## src/rtl/rv_pkg.sv

```systemverilog
// Shared RV32I constants and the load/store unit state type.
package rv_pkg;

  localparam logic [6:0] OPC_LOAD  = 7'b0000011;
  localparam logic [6:0] OPC_STORE = 7'b0100011;

  localparam logic [2:0] F3_B  = 3'b000;
  localparam logic [2:0] F3_H  = 3'b001;
  localparam logic [2:0] F3_W  = 3'b010;
  localparam logic [2:0] F3_BU = 3'b100;
  localparam logic [2:0] F3_HU = 3'b101;

  typedef enum logic [1:0] {
    IDLE = 2'd0,
    WAIT = 2'd1,
    DONE = 2'd2
  } lsu_state_t;

  function automatic logic [2:0] funct3_of(input logic [31:0] instr);
    return instr[14:12];
  endfunction

endpackage

```

## src/rtl/lsu_mw_if.sv

```systemverilog
// Data-memory req/ack bus between the load/store unit and the memory slave.
interface lsu_mw_if;
  logic        req;
  logic        we;
  logic [31:0] addr;
  logic [3:0]  be;
  logic [31:0] wdata;
  logic        ack;
  logic [31:0] rdata;

  modport master (output req, we, addr, be, wdata, input ack, rdata);
  modport slave  (input req, we, addr, be, wdata, output ack, rdata);
endinterface

```

## src/rtl/lsu_mw_align.sv

```systemverilog
// Combinational lane logic: misalignment detect, store steering, load extension.
module lsu_align
  import rv_pkg::*;
(
  input  logic [31:0] instr_i,
  input  logic [31:0] addr_i,
  input  logic [31:0] rs2_i,
  input  logic [31:0] rdata_i,
  output logic        is_load_o,
  output logic        is_store_o,
  output logic        misalign_o,
  output logic [3:0]  be_o,
  output logic [31:0] wdata_o,
  output logic [31:0] load_ext_o
);

  logic [2:0]  f3;
  logic [31:0] shifted;
  logic [7:0]  lane_byte;
  logic [15:0] lane_half;

  // Only opcode and funct3 select behaviour; the other fields are don't-care here.
  logic unused_instr;
  assign unused_instr = ^{instr_i[31:15], instr_i[11:7]};

  assign f3 = funct3_of(instr_i);

  // Decode opcode, flag misaligned halfword/word accesses, steer store data and extend load data.
  always_comb begin
    // NOTE: every output gets a default first so no path through the cases can infer a latch.
    is_load_o  = (instr_i[6:0] == OPC_LOAD);
    is_store_o = (instr_i[6:0] == OPC_STORE);
    misalign_o = 1'b0;
    be_o       = 4'b0000;
    wdata_o    = rs2_i;
    load_ext_o = rdata_i;
    shifted    = rdata_i >> {addr_i[1:0], 3'b000};
    lane_byte  = shifted[7:0];
    lane_half  = addr_i[1] ? rdata_i[31:16] : rdata_i[15:0];

    if (is_load_o || is_store_o) begin
      unique case (f3)
        F3_H, F3_HU: misalign_o = addr_i[0];
        F3_W:        misalign_o = (addr_i[1:0] != 2'b00);
        default:     misalign_o = 1'b0;
      endcase
    end

    // Loads never assert byte enables; only stores steer lanes.
    if (is_store_o) begin
      unique case (f3[1:0])
        2'b00: begin
          wdata_o = {4{rs2_i[7:0]}};
          be_o    = 4'b0001 << addr_i[1:0];
        end
        2'b01: begin
          wdata_o = {2{rs2_i[15:0]}};
          be_o    = 4'b0011 << addr_i[1:0];
        end
        default: begin
          wdata_o = rs2_i;
          be_o    = 4'b1111;
        end
      endcase
    end

    unique case (f3)
      F3_B:    load_ext_o = {{24{lane_byte[7]}}, lane_byte};
      F3_BU:   load_ext_o = {24'd0, lane_byte};
      F3_H:    load_ext_o = {{16{lane_half[15]}}, lane_half};
      F3_HU:   load_ext_o = {16'd0, lane_half};
      default: load_ext_o = rdata_i;
    endcase
  end

endmodule

```

## src/rtl/lsu_mw.sv

```systemverilog
// MW-stage load/store unit: drives the data bus, stalls the pipe until ack,
// and registers the extended load result for writeback.
module lsu_mw
  import rv_pkg::*;
#(
  parameter int unsigned TIMEOUT = 255
) (
  input  logic        clk,
  input  logic        reset,
  input  logic [31:0] instr_E,
  input  logic [31:0] alu_o_E,
  input  logic [31:0] rdata2_E,
  lsu_mw_if.master    dbus,
  output logic        stall_MW,
  output logic [31:0] load_data,
  output logic        misalign,
  output logic        bus_err
);

  localparam int CW = $clog2(TIMEOUT + 1);

  lsu_state_t  state_q, state_d;
  logic [CW-1:0] cnt_q, cnt_d, cnt_inc;
  logic [31:0] load_data_q, load_data_d;
  logic        bus_err_q, bus_err_d;

  logic        is_load, is_store, mem_op, req;
  logic [3:0]  be;
  logic [31:0] wdata, load_ext;

  lsu_align u_align (
    .instr_i    (instr_E),
    .addr_i     (alu_o_E),
    .rs2_i      (rdata2_E),
    .rdata_i    (dbus.rdata),
    .is_load_o  (is_load),
    .is_store_o (is_store),
    .misalign_o (misalign),
    .be_o       (be),
    .wdata_o    (wdata),
    .load_ext_o (load_ext)
  );

  assign mem_op  = (is_load || is_store) && !misalign;
  assign cnt_inc = cnt_q + 1'b1;

  // Next-state, counter and load-result logic for the IDLE/WAIT/DONE handshake.
  always_comb begin
    state_d     = state_q;
    cnt_d       = '0;
    load_data_d = load_data_q;
    bus_err_d   = 1'b0;
    req         = 1'b0;
    stall_MW    = 1'b0;

    unique case (state_q)
      IDLE: begin
        if (mem_op) begin
          req      = 1'b1;
          stall_MW = 1'b1;
          if (dbus.ack) begin
            state_d = DONE;
            if (is_load) load_data_d = load_ext;
          end else begin
            state_d = WAIT;
          end
        end
      end
      WAIT: begin
        req      = 1'b1;
        stall_MW = mem_op;
        cnt_d    = cnt_inc;
        if (dbus.ack) begin
          state_d = DONE;
          if (is_load) load_data_d = load_ext;
        end else if (cnt_inc == CW'(TIMEOUT)) begin
          // Slave never answered: abort, flag it, and hand writeback a clean zero.
          state_d     = DONE;
          bus_err_d   = 1'b1;
          load_data_d = '0;
        end
      end
      DONE: begin
        state_d = IDLE;
      end
      default: begin
        state_d = IDLE;
      end
    endcase
  end

  // State, counter, load result and error pulse registers with synchronous reset.
  always_ff @(posedge clk) begin
    // NOTE: sequential state uses non-blocking assignments so all registers sample the same pre-edge values.
    if (reset) begin
      state_q     <= IDLE;
      cnt_q       <= '0;
      load_data_q <= '0;
      bus_err_q   <= 1'b0;
    end else begin
      state_q     <= state_d;
      cnt_q       <= cnt_d;
      load_data_q <= load_data_d;
      bus_err_q   <= bus_err_d;
    end
  end

  // A request seen while reset is high is withdrawn; the slave treats it as cancelled.
  assign dbus.req   = req && !reset;
  assign dbus.we    = is_store;
  assign dbus.addr  = {alu_o_E[31:2], 2'b00};
  assign dbus.be    = be;
  assign dbus.wdata = wdata;

  assign load_data = load_data_q;
  assign bus_err   = bus_err_q;

endmodule

```

## src/flat_wrapper.sv

```systemverilog
// flat-port wrapper written by rule: the top's interface ports become plain ports
module lsu_mw_flat import rv_pkg::*;
#(
  parameter int unsigned TIMEOUT = 255
)
  (clk, reset, instr_E, alu_o_E, rdata2_E, stall_MW, load_data, misalign, bus_err, dbus_req, dbus_we, dbus_addr, dbus_be, dbus_wdata, dbus_ack, dbus_rdata);
  lsu_mw_if dbus_i ();
  input  logic clk;
  input  logic reset;
  input  logic [31:0] instr_E;
  input  logic [31:0] alu_o_E;
  input  logic [31:0] rdata2_E;
  output logic stall_MW;
  output logic [31:0] load_data;
  output logic misalign;
  output logic bus_err;
  output wire logic [$bits(dbus_i.req)-1:0] dbus_req;
  output wire logic [$bits(dbus_i.we)-1:0] dbus_we;
  output wire logic [$bits(dbus_i.addr)-1:0] dbus_addr;
  output wire logic [$bits(dbus_i.be)-1:0] dbus_be;
  output wire logic [$bits(dbus_i.wdata)-1:0] dbus_wdata;
  input wire logic [$bits(dbus_i.ack)-1:0] dbus_ack;
  input wire logic [$bits(dbus_i.rdata)-1:0] dbus_rdata;
  assign dbus_req = dbus_i.req;
  assign dbus_we = dbus_i.we;
  assign dbus_addr = dbus_i.addr;
  assign dbus_be = dbus_i.be;
  assign dbus_wdata = dbus_i.wdata;
  assign dbus_i.ack = dbus_ack;
  assign dbus_i.rdata = dbus_rdata;
  lsu_mw #(.TIMEOUT(TIMEOUT)) u_core (.clk(clk), .reset(reset), .instr_E(instr_E), .alu_o_E(alu_o_E), .rdata2_E(rdata2_E), .dbus(dbus_i), .stall_MW(stall_MW), .load_data(load_data), .misalign(misalign), .bus_err(bus_err));
endmodule
```

## config.mk

```make
export PLATFORM = sky130hd
export DESIGN_NAME = lsu_mw_flat
export DESIGN_NICKNAME = d
export VERILOG_FILES = /design/src/rtl/rv_pkg.sv /design/src/rtl/lsu_mw_if.sv /design/src/rtl/lsu_mw_align.sv /design/src/rtl/lsu_mw.sv /design/src/flat_wrapper.sv
export SDC_FILE = /design/constraint.sdc
export NUM_CORES = 1
export LEC_CHECK = 0
export ABC_AREA = 1
export BUFFER_PORTS_ARGS = -buffer_cell sky130_fd_sc_hd__buf_2
export CAP_MARGIN = 20
export CORE_UTILIZATION = 50
export DETAILED_ROUTE_END_ITERATION = 12
export HOLD_SLACK_MARGIN = 0.12
export PLACE_DENSITY = 0.95
export SYNTH_ARGS = -nofsm -noshare
export SYNTH_HDL_FRONTEND = slang
export SYNTH_HIERARCHICAL = 1
export SYNTH_SLANG_ARGS = --single-unit
```

## constraint.sdc

```tcl
create_clock -name clk -period 3.3 [get_ports clk]
set_clock_uncertainty 0.1 [all_clocks]
set_input_delay 0.495 -clock clk [delete_from_list [all_inputs] [get_ports clk]]
set_output_delay 0.495 -clock clk [all_outputs]
set_load 0.03 [all_outputs]
```

# Yosys cells after proc, flatten, opt, wreduce, memory -nomap -nowiden

Index checks and enable logic that the tools add are counted.

Input bits: 131
Register bits after elaboration: 43

Bitwise operators: 1
Reductions and logical operators: 15
Equality and inequality tests: 12
Shifts and indexed selects: 3
Add/sub/neg operators: 1
Mux-type cells: 23

Operators with widths:

| operator                                                          | count |
|---|---|
| 32-bit two-way mux                                                | 6 |
| 32-bit one-hot mux with 2 select lines                            | 2 |
| 32-bit one-hot mux with 4 select lines                            | 1 |
| 32-bit by 5-bit right shift with 8-bit output                     | 1 |
| 16-bit two-way mux                                                | 1 |
| 8-bit by 1-bit adder with 8-bit output, second input constant     | 1 |
| 8-bit == test, second input constant                              | 1 |
| 2-bit two-way mux                                                 | 4 |
| 4-bit one-hot mux with 2 select lines                             | 1 |
| 7-bit by 2-bit == test with 1-bit output, second input constant   | 1 |
| 7-bit by 6-bit == test with 1-bit output, second input constant   | 1 |
| 3-bit == test, second input constant                              | 2 |
| 1-bit one-hot mux with 2 select lines                             | 3 |
| 2-bit by 1-bit == test with 1-bit output, second input constant   | 2 |
| 2-bit zero test                                                   | 2 |
| 4-bit two-way mux                                                 | 1 |
| 2-bit one-hot mux with 2 select lines                             | 1 |
| 4-bit AND reduction                                               | 1 |
| 2-bit nonzero test                                                | 2 |
| 2-bit OR reduction                                                | 2 |
| 1-bit by 2-bit << shifter with 4-bit output, first input constant | 1 |
| 2-bit by 2-bit << shifter with 4-bit output, first input constant | 1 |
| 3-bit by 1-bit == test with 1-bit output, second input constant   | 1 |
| 3-bit by 2-bit == test with 1-bit output, second input constant   | 1 |
| 11 further kinds                                                  | 15 |

# Longest topological paths before layout

Depth in word-level cells: 9
Mapped depth: 16

# By module

The synthesis kept the hierarchy.

Modules (own cells, without submodules):

| module    | seq. area each (um^2) | area each (um^2) | cells an instance | instances |
|---|---|---|---|---|
| lsu_mw    | 860.8                 | 2631.3           | 404               | 1 |
| lsu_align | 0.0                   | 1675.4           | 361               | 1 |

# Least setup slack after synthesis

No wires, ideal clock.

Kind: input port to output port
From: input instr_E[13]
To: output dbus_req
Stages: 11
Required time: 2.705 ns
Arrival: 2.325 ns
Setup slack: 0.380 ns
Path through: buf_6 > inv_6 > nand2_4 > inv_6 > buf_6 > nand2_1 > a21oi_1 > nor2_1 > inv_1 > or2_1 > o21ai_0

Word-level cells in the longest chain between the ends: 9

RTL lines:

| element                                                                          | line               | RTL |
|---|---|---|
| start: declaration                                                               | flat_wrapper.sv:10 | `input logic [31:0] instr_E;` |
| 3-bit == test / 3-bit by 1-bit == test with 1-bit output (equally long branches) | lsu_mw_align.sv:42 | `unique case (f3)` |
| 2-bit OR reduction                                                               | lsu_mw_align.sv:42 |  |
| 1-bit one-hot mux with 2 select lines (*)                                        | lsu_mw_align.sv:42 |  |
| 1-bit two-way mux (*)                                                            | lsu_mw_align.sv:41 | `if (is_load_o \|\| is_store_o) begin` |
| net misalign                                                                     | flat_wrapper.sv:15 | `output logic misalign;` |
| 1-bit zero test (*)                                                              | lsu_mw.sv:44       | `assign mem_op = (is_load \|\| is_store) && !misalign;` |
| 1-bit logical AND (*)                                                            | lsu_mw.sv:44       |  |
| 1-bit two-way mux (*)                                                            | lsu_mw.sv:58       | `if (mem_op) begin` |
| 1-bit one-hot mux with 2 select lines (*)                                        | lsu_mw.sv:56       | `unique case (state_q)` |
| 1-bit logical AND (*)                                                            | lsu_mw.sv:109      | `assign dbus.req = req && !reset;` |
| end: declaration                                                                 | flat_wrapper.sv:17 | `output wire logic [$bits(dbus_i.req)-1:0] dbus_req;` |

Mark *: on every way through the listed nets, which the timed path passes. The rest lies on a longest branch.

# Worst setup path in the final report

From: input instr_E[13]
To: output dbus_req

Word-level cells in the longest chain between the ends: 9

RTL lines:

| element                                                                          | line |
|---|---|
| 3-bit == test / 3-bit by 1-bit == test with 1-bit output (equally long branches) | lsu_mw_align.sv:42 |
| 2-bit OR reduction                                                               | lsu_mw_align.sv:42 |
| 1-bit one-hot mux with 2 select lines (*)                                        | lsu_mw_align.sv:42 |
| 1-bit two-way mux (*)                                                            | lsu_mw_align.sv:41 |
| 1-bit zero test (*)                                                              | lsu_mw.sv:44 |
| 1-bit logical AND (*)                                                            | lsu_mw.sv:44 |
| 1-bit two-way mux (*)                                                            | lsu_mw.sv:58 |
| 1-bit one-hot mux with 2 select lines (*)                                        | lsu_mw.sv:56 |
| 1-bit logical AND (*)                                                            | lsu_mw.sv:109 |

Every way passes the cells marked *; elsewhere a longest branch is shown, timed or not.

==> insert_results.sql <==
INSERT INTO impl_metrics (metric_group, metric, value, unit) VALUES
('outcome', 'outcome', 'complete, no violations', ''),
('sta', 'rsz0062_at_grt', 'no', ''),
('finish', 'finish.instance_area', '0.00485', 'sq mm'),
('sta', 'drv_slew', '0', ''),
('place', 'post_dp_cell_area', '0.00473', 'sq mm'),
('place', 'dpl.hpwl', '8.90', 'mm'),
('logic_synthesis', 'post_synthesis_xor_xnor_area_fraction', '0.203', '%'),
('logic_synthesis', 'syn_area', '0.00431', 'sq mm'),
('global_route', 'first_pass_grt_wire_length', '19.1', 'mm'),
('clock_network', 'postCtsHoldBufs', '0', ''),
('drt', 'drtIter0Drc', '395', ''),
('global_route', 'globalRoute.totalOverflow', '0', ''),
('sta', 'fin_crit_sh', '75.9', '%'),
('logic_synthesis', 'synth-compound-area-share', '7.99', '%'),
('sta', 'setup_viol_count_final', '0', ''),
('drt', 'routed_wire_length_per_instance', '12.8', 'um'),
('die', 'die_outline_area', '0.00899', 'sq mm'),
('hold_path', 'min_path_cells', '2', ''),
('global_route', 'antenna_violations_before_repair', '1', ''),
('finish', 'filler_cell_count', '793', ''),
('logic_synthesis', 'combinational_family_with_the_most_area_after_synthesis', 'simple AND/OR/NAND/NOR gates', ''),
('critical_path', 'timing.critical_path.buf_inv', '4', ''),
('hold_path', 'holdCritStartpoint', 'reset', ''),
('die', 'core_area', '0.00826', 'sq mm'),
('place', 'port_buffers', '151', ''),
('logic_synthesis', 'ys.warnings.count', '6', ''),
('die', 'die_width', '94.8', 'um'),
('critical_path', 'critical_path.slowest_cell', 'buf_4', ''),
('critical_path', 'r2r-end', 'u_core/load_data[30]', ''),
('sta', 'timing.fmax', '399', 'MHz'),
('drt', 'drtAntennaViolNets', '0', ''),
('logic_synthesis', 'fraction_of_the_yosys_area_taken_by_sequential_cells', '20.0', '%'),
('critical_path', 'worst-endpoint-required', '2.70', 'ns'),
('hold_path', 'holdPathEnd', 'u_core/state_q[0]', ''),
('finish', 'layout-area-overhead-vs-synth', '12.6', '%'),
('drt', 'first_pass_iters', '5', ''),
('drt', 'dr_total_vias', '4959', ''),
('job', 'timing.max_cap.violations', '0', ''),
('power_and_ir_drop', 'power.density', '273', 'mW/mm^2'),
('logic_synthesis', 'post_synth_mux_area_share', '4.45', '%'),
('logic_synthesis', 'post_synth_inst_count', '765', ''),
('place', 'routabilityCongestion', '0.828', ''),
('clock_network', 'clk-insertion-delay-late', '0.29', 'ns'),
('sta', 'setup-tns-final', '0', 'ns'),
('logic_synthesis', 'ys_types', '31', ''),
('die', 'initial_core_utilization', '52.2', '%'),
('sta', 'finalHoldViolCount', '0', ''),
('die', 'num_rows', '33', ''),
('sta', 'post-route-min-period', '2.51', 'ns'),
('logic_synthesis', 'syn-mean-instance-area', '5.63', 'sq um'),
('drt', 'drc', '0', ''),
('critical_path', 'critPathMaxFanout', '29', ''),
('critical_path', 'type_of_destination_of_the_critical_path', 'output port', ''),
('die', 'num_io_pins', '236', ''),
('finish', 'drive_gt1_share', '24.8', '%'),
('critical_path', 'worst_reg_to_reg_cells', '11', ''),
('sta', 'tightestPinTransition', '1.03', 'ns'),
('finish', 'design.final.nets', '984', ''),
('clock_network', 'cts_htree_levels', '2', ''),
('critical_path', 'critPathMostFrequentCell', 'buf_2', ''),
('critical_path', 'max_stage_delay', '0.33', 'ns'),
('clock_network', 'post_cts_buffers', '0', ''),
('clock_network', 'cts_max_path_buffers', '2', ''),
('clock_network', 'cts_buffers', '5', ''),
('global_route', 'grt.total_usage', '26.6', '%'),
('critical_path', 'critical_path_s_top_delay_family', 'buffers and inverters', ''),
('clock_network', 'cts_resized', '0', ''),
('global_route', 'pin_count_of_the_biggest_net_entering_global_routing', '48', ''),
('critical_path', 'critical_path_class', 'in2out', ''),
('power_and_ir_drop', 'leakagePower', '0.00284', 'uW'),
('logic_synthesis', 'postSynthRegisterBits', '43', '');
## sequential cells by signal, indices dropped and copies added, names as in the netlist
signal,count
u_core/bus_err,1
u_core/cnt_q,8
u_core/load_data,32
u_core/state_q,2
## synthesized netlist by cell type
library cell / instances / area, sq um
nand2_1: 315 / 1180
nor2_1: 82 / 308
nand3_1: 71 / 355
inv_1: 55 / 206
buf_4: 45 / 338
dfxtp_1: 43 / 861
o21ai_0: 35 / 175
a21oi_1: 26 / 130
buf_2: 21 / 105
mux2_2: 17 / 191
nand3_2: 10 / 100
clkbuf_1: 9 / 33.8
buf_6: 7 / 78.8
nand2_4: 4 / 45.0
inv_2: 3 / 11.3
ha_1: 2 / 25.0
inv_6: 2 / 17.5
nand4_1: 2 / 12.5
nor2_2: 2 / 12.5
nor3_1: 2 / 10.0
o211ai_1: 2 / 15.0
clkinv_1: 1 / 3.75
conb_1: 1 / 3.75
nand3b_1: 1 / 7.51
nand4_4: 1 / 21.3
nor2_4: 1 / 11.3
o21ai_4: 1 / 16.3
o21bai_1: 1 / 7.51
or2_1: 1 / 6.26
or2_2: 1 / 6.26
xor2_1: 1 / 8.76
## layout make-up
cell class	count	area [sq um]	share of cell area (%)
Clock inverter	2	35.0	0.722
Antenna cell	1	2.50	0.0516
Inverter	61	239	4.93
Multi-Input combinational cell	580	2660	54.9
Tap cell	105	131	2.71
Timing Repair Buffer	160	836	17.2
Sequential cell	43	861	17.8
Clock buffer	6	82.6	1.70
## routing by layer
| layer | part of all wire (%) | vias up | GRT usage, % |
|---|---|---|---|
| met3 | 10 | 40 | 6.60 |
| met2 | 48 | 232 | 48.9 |
| li1 | - | 2509 | - |
| met1 | 39 | 2178 | 29.1 |
| met5 | 0 | - | 0 |
| met4 | 2.9 | 0 | 10.2 |
## worst register-to-register path: cells and delay by family, from the launching register on
family	cells	cell delay, ns
AND/OR/NAND/NOR	9	1.31
flip-flops	1	0.45
adder cells (fa/ha/maj)	1	0.23
AO/OA/AOI/OAI	1	0.16
## worst max path at each step
stage                      from                   end  slack (ns)  cells past startpoint
floorplan           instr_E[13]              dbus_req        0.38                     11
global placement    instr_E[13]  u_core/load_data[10]        0.59                     11
detailed placement  instr_E[13]  u_core/load_data[16]        0.55                     12
CTS                 instr_E[13]              dbus_req        0.78                      9
global route         alu_o_E[1]              dbus_req        0.57                     10
finish              instr_E[13]              dbus_req        0.79                      9
## cell usage in the layout (no fill, tap or decap), types with 6 or more instances in the layout
cell type / n
a21oi_1: 26
buf_2: 151
buf_4: 8
clkbuf_8: 6
dfxtp_1: 43
inv_1: 55
mux2_2: 17
nand2_1: 315
nand3_1: 71
nand3_2: 10
nor2_1: 81
o21ai_0: 35
## through the flow
step                      utilization (%)  cells  power [uW]  worst slack (ns)  hold WS [ns]
after global routing                 58.7    958        1390             0.575         0.320
after detailed placement             57.3    949         897             0.547         0.392
after global placement               57.3    949         892             0.587         0.381
after floorplan                         -    766         854             0.380         0.363
final                                58.7    958        1320             0.794         0.316
after CTS                            58.7    957        1330             0.775         0.309
## cell families (layout without fill, tap and decap cells)
kind of cell / after synthesis / count (layout)
simple gates: 493 / 493
buf+inv: 143 / 229
compound gates: 65 / 65
flops: 43 / 43
mux: 17 / 17
fa+ha+maj: 2 / 2
other cells: 1 / 3
xor+xnor: 1 / 1
## power breakdown
group	internal [uW]	total, uW	switching [uW]
Sequential	524	528	3.52
Clock	245	434	189
Combinational	125	362	237
Power figures use the tool's default switching activity.
